File: src/rtl/oh_enc_pkg.sv
// Shared constants and helpers for the pipelined one-hot encoder.
package oh_enc_pkg;

  localparam int OH_ENC_STRICT = 0;
  localparam int OH_ENC_PRIO   = 1;
  localparam int OH_ENC_RR     = 2;

  // Vectors up to 64 bits wide; narrower callers zero-extend.
  function automatic logic is_multi_hot(input logic [63:0] x);
    return (x & (x - 64'd1)) != 64'd0;
  endfunction

endpackage

File: src/rtl/oh_prio_find.sv
// Combinational lowest-set-bit finder: presence flag, binary index and isolated one-hot.
module oh_prio_find #(
  parameter  int W  = 8,
  localparam int IW = $clog2(W)
) (
  input  logic [W-1:0]  vec,
  output logic          found,
  output logic [IW-1:0] idx,
  output logic [W-1:0]  oh
);

  assign found = |vec;
  assign oh    = vec & (~vec + W'(1));

  // Scan from the top so the lowest set bit is the last to write idx.
  always_comb begin
    idx = '0;
    for (int i = W - 1; i >= 0; i--) begin
      if (vec[i]) idx = IW'(i);
    end
  end

endmodule

File: src/rtl/oh_enc_pipe.sv
// Registered one-hot encoder (STRICT / PRIO / RR) with valid/ready on both sides.
// Defining OH_ENC_PIPE_ERRCNT_EN adds err_cnt, a saturating count of accepted multi-hot inputs.
module oh_enc_pipe
  import oh_enc_pkg::*;
#(
  parameter  int W    = 8,
  parameter  int MODE = OH_ENC_STRICT,
  localparam int IW   = $clog2(W)
) (
  input  logic          clk,
  input  logic          rst,
  input  logic          in_valid,
  output logic          in_ready,
  input  logic [W-1:0]  in_vec,
  output logic          out_valid,
  input  logic          out_ready,
  output logic [IW-1:0] out_idx,
  output logic [W-1:0]  out_oh,
  output logic          out_zero,
  output logic          out_multi
`ifdef OH_ENC_PIPE_ERRCNT_EN
  ,
  output logic [15:0]   err_cnt
`endif
);

  logic          accept;
  logic          vec_zero;
  logic          vec_multi;
  logic [IW-1:0] res_idx;
  logic [W-1:0]  res_oh;

  logic          out_valid_q;
  logic [IW-1:0] out_idx_q;
  logic [W-1:0]  out_oh_q;
  logic          out_zero_q;
  logic          out_multi_q;

  assign in_ready  = !out_valid_q || out_ready;
  assign accept    = in_valid && in_ready;
  assign vec_zero  = (in_vec == '0);
  assign vec_multi = is_multi_hot(64'(in_vec));

  generate
    if (MODE == OH_ENC_PRIO) begin : g_prio
      logic          p_found;
      logic [IW-1:0] p_idx;
      logic [W-1:0]  p_oh;

      oh_prio_find #(.W(W)) u_find (.vec(in_vec), .found(p_found), .idx(p_idx), .oh(p_oh));

      assign res_idx = p_idx;
      assign res_oh  = p_found ? p_oh : '0;

    end else if (MODE == OH_ENC_RR) begin : g_rr
      logic [IW-1:0] ptr_q, ptr_d;
      logic [W-1:0]  masked_vec;
      logic          hi_found, lo_found;
      logic [IW-1:0] hi_idx, lo_idx;
      logic [W-1:0]  hi_oh, lo_oh;

      always_comb begin
        masked_vec = '0;
        for (int i = 0; i < W; i++) masked_vec[i] = in_vec[i] && (IW'(i) >= ptr_q);
      end

      oh_prio_find #(.W(W)) u_find_hi (.vec(masked_vec), .found(hi_found), .idx(hi_idx), .oh(hi_oh));
      oh_prio_find #(.W(W)) u_find_lo (.vec(in_vec),     .found(lo_found), .idx(lo_idx), .oh(lo_oh));

      // Nothing at or above the pointer: wrap to the lowest request overall.
      assign res_idx = hi_found ? hi_idx : lo_idx;
      assign res_oh  = hi_found ? hi_oh : (lo_found ? lo_oh : '0);

      always_comb begin
        ptr_d = ptr_q;
        if (accept && !vec_zero) ptr_d = (res_idx == IW'(W - 1)) ? '0 : res_idx + IW'(1);
      end

      always_ff @(posedge clk) begin
        if (rst) ptr_q <= '0;
        else     ptr_q <= ptr_d;
      end

    end else begin : g_strict
      // NOTE: every always_comb output gets a default before any conditional update,
      // otherwise the tool infers a latch to hold the old value.
      always_comb begin
        res_idx = '0;
        for (int i = 0; i < W; i++) begin
          if (in_vec[i]) res_idx = res_idx | IW'(i);
        end
      end

      assign res_oh = in_vec;
    end
  endgenerate

  // NOTE: sequential state uses non-blocking assignments so every register samples
  // pre-edge values regardless of statement order.
  always_ff @(posedge clk) begin
    if (rst) begin
      out_valid_q <= 1'b0;
      out_idx_q   <= '0;
      out_oh_q    <= '0;
      out_zero_q  <= 1'b0;
      out_multi_q <= 1'b0;
    end else if (accept) begin
      out_valid_q <= 1'b1;
      out_idx_q   <= res_idx;
      out_oh_q    <= res_oh;
      out_zero_q  <= vec_zero;
      out_multi_q <= vec_multi;
    end else if (out_ready) begin
      out_valid_q <= 1'b0;
    end
  end

  assign out_valid = out_valid_q;
  assign out_idx   = out_idx_q;
  assign out_oh    = out_oh_q;
  assign out_zero  = out_zero_q;
  assign out_multi = out_multi_q;

`ifdef OH_ENC_PIPE_ERRCNT_EN
  logic [15:0] err_cnt_q, err_cnt_d;

  always_comb begin
    err_cnt_d = err_cnt_q;
    if (accept && vec_multi && err_cnt_q != 16'hFFFF) err_cnt_d = err_cnt_q + 16'd1;
  end

  always_ff @(posedge clk) begin
    if (rst) err_cnt_q <= '0;
    else     err_cnt_q <= err_cnt_d;
  end

  assign err_cnt = err_cnt_q;
`endif

endmodule

File: config.mk
export PLATFORM = sky130hd
export DESIGN_NAME = oh_enc_pipe
export DESIGN_NICKNAME = d
export VERILOG_FILES = /design/src/rtl/oh_enc_pkg.sv /design/src/rtl/oh_prio_find.sv /design/src/rtl/oh_enc_pipe.sv
export SDC_FILE = /design/constraint.sdc
export NUM_CORES = 1
export LEC_CHECK = 0
export ABC_AREA = 0
export BUFFER_PORTS_ARGS = -buffer_cell sky130_fd_sc_hd__buf_2
export CORE_MARGIN = 1
export CORE_UTILIZATION = 39
export DETAILED_ROUTE_END_ITERATION = 6
export PLACE_DENSITY = 0.69
export SYNTH_ARGS = -nofsm -noshare
export SYNTH_HDL_FRONTEND = slang
export SYNTH_SLANG_ARGS = --single-unit
File: constraint.sdc
create_clock -name clk -period 1.17 [get_ports clk]
set_clock_uncertainty 0.05 [all_clocks]
set_input_delay 0.117 -clock clk [delete_from_list [all_inputs] [get_ports clk]]
set_output_delay 0.117 -clock clk [all_outputs]
set_load 0.01 [all_outputs]
==> out/summary.txt <==
Outcome = finished, final reports clean
Endpoint with the worst hold slack = out_valid
Yosys reg bits = 14
Hold Path Depth = 3
Pre-CTS setup slack = 0.0145 ns
FMAX = 935 MHz
Met3 Usage GRT = 4.89%
GR Layer Usage met1 = 25.0%
Kind of start point of the critical path = flop
H-tree Lvls = 1
Via density = 5.08
RSZ-0062 raised after global routing = false
R2R setup slack = 0.10 ns
EDFF count, synth = 0
Clock sink count = 14
Maximum vdd drop = 0.000550 V
Core Rows = 13
Nets@finish = 117
Critical Path Fanout Max = 6
WS Path Type = reg2reg
Vias in the first global route = 469
Design area = 783 um^2
Buffers on Ports = 26
R2R Path End = out_oh[4]
Largest net degree at the start of global routing = 17
First-pass GRT wire length = 2010 um
Yosys warning count = 0
Overall power = 1.05 mW
Worst-margin pin slew = 0.280 ns
Pwr per Cell Area = 1340 mW/mm^2
Starting DRT DRC Count = 4
TritonCTS buffer count = 3
TritonRoute pass-1 iters = 3
DP Area = 728 um^2
Root buffer cell = clkbuf_4
CTS tree = built
R2R depth = 5
I/O pin total = 27
Rel. slew slack = 81.2%
Initial antenna violation count = 0
Die Footprint = 0.00167 mm^2
Via count = 605
Remaining DRCs = 0
Synth Net Count = 85
Number of max-cap violations = 0
Syn Area/Cell = 8.07 um^2
Worst hold start = in_valid
DP Wirelength = 1010 um
Layout area overhead = 32.9%
Final WS setup = 0.100 ns
Hold Crit Class = in2reg
Arrival time of the worst setup path = 1.24 ns
Cells after Synth = 73
GRT Residual Overflow = 0
LEAKAGE = 0.370 nW
Share of layout cells above drive strength 1 = 37.5%
Yosys cell types = 17
DRT antenna net count = 0
Fin util = 58.0%
Final Hold Vio Count = 0
Async set-reset flop share out of synthesis = 0%
All-Layer GR Usage = 19.7%
TNS Setup = 0 ns
Worst EP required = 1.34 ns
Gpl congestion = 0.799
Final min period = 1.07 ns
Routed WL per cell = 11.4 um
Met2 Use GR = 28.1%
Overall routed net length = 1350 um
Endpoint class of the critical path = flop
Worst r2r src = out_valid
Final Setup Violations = 0
Clock Latency Late Sink = 0.28 ns
Die Wd = 40.9 um
GR peak layer = met2
CTS Buffer Depth = 2
Clock transition at path regs = 0.09 ns
N_diodes = 0
Slew Limit Fails = 0
Post-Syn Area = 589 um^2
Main synth FF type = dfxtp_1
Final period util = 91.4%
Core area = 0.00135 mm^2
Sequential area share after synthesis = 47.6%
Initial Util = 43.7%
Die H = 40.9 um
[stage by stage]
step	cells	hold slack, ns
finish	119	0.0181
global route	119	0.0103
CTS	117	0.0149
detailed placement	113	0.322
global placement	113	0.321
floorplan	73	0.139
[report_power, final]
| part | internal [mW] | switching, mW | total [mW] |
|---|---|---|---|
| Sequential | 0.506 | 0.0149 | 0.521 |
| Clock | 0.190 | 0.161 | 0.350 |
| Combinational | 0.0759 | 0.0990 | 0.175 |
[layer usage]
layer	up-vias	wire [um]
li1	315	-
met1	263	645
met2	22	583
met3	5	77
met4	0	45
met5	-	0
[timing repair]
item	CTS	global route
buffers inserted	0	2
hold buffers	0	0
resized for setup	0	1
endpoints found under the setup margin	0	3
[placed cells by master (no fill, tap or decap)]
cell type | Yosys | routed
a22oi_1 | 1 | 1
nor3_1 | 2 | 2
nand2_1 | 20 | 20
a21oi_1 | 10 | 9
nor2_1 | 10 | 10
a21oi_2 | 0 | 1
nand4_1 | 1 | 1
buf_4 | 0 | 4
inv_1 | 1 | 1
nand2b_4 | 1 | 1
a31oi_1 | 1 | 1
clkbuf_4 | 0 | 3
clkbuf_8 | 0 | 1
dfxtp_1 | 14 | 13
and2_4 | 1 | 1
nor4_2 | 1 | 1
buf_2 | 0 | 26
a211oi_1 | 2 | 2
o21ai_0 | 2 | 2
a311oi_1 | 3 | 3
dfxtp_2 | 0 | 1
[synth_stat cells (2+ instances only)]
| library cell | n | area (um^2) |
|---|---|---|
| a21oi_1 | 10 | 50.1 |
| nor3_1 | 2 | 10.0 |
| nor2_1 | 10 | 37.5 |
| a311oi_1 | 3 | 26.3 |
| nand2_1 | 20 | 75.1 |
| buf_6 | 2 | 22.5 |
| a211oi_1 | 2 | 15.0 |
| dfxtp_1 | 14 | 280 |
| o21ai_0 | 2 | 10.0 |
[logic make-up (layout without fill, tap and decap cells)]
| kind of cell | Yosys count | count (layout) | synth area share [%] |
|---|---|---|---|
| compound gates | 19 | 19 | 19.5 |
| buf+inv | 4 | 35 | 5.09 |
| flops | 14 | 14 | 47.6 |
| simple gates | 36 | 36 | 27.8 |
[sequential cells by signal (all words and copies together) (netlist names)]
| signal | count |
|---|---|
| out_zero | 1 |
| out_multi | 1 |
| out_oh | 8 |
| out_idx | 3 |
| out_valid | 1 |
[area by class of cell]
class / count / area, um^2
clock buffer: 4 / 36.3
fill: 143 / 567
inverter: 1 / 3.75
multi-input combinational: 55 / 283
sequential: 14 / 282
tap: 15 / 18.8
timing repair buffer: 30 / 160
[worst max-delay path by stage]
stage                     startpoint    endpoint  slack [ns]  depth (start not counted)
after global placement     in_vec[3]   out_multi        0.07                          5
after floorplan            out_valid  out_idx[1]        0.03                          5
after CTS                  out_valid  out_idx[1]        0.04                          4
after detailed placement   in_vec[3]   out_multi        0.01                          5
final                      out_valid   out_oh[4]        0.10                          5
after global routing       out_valid   out_oh[4]      0.0004                          5
[critical path, cell delays in order (launching register included)]
cell and delay, ns:
dfxtp_2 0.35, nand2b_4 0.06, nand2_1 0.16, buf_4 0.18, nand2_1 0.07, a21oi_2 0.14
No activity file was read; power rests on OpenSTA's default activity.
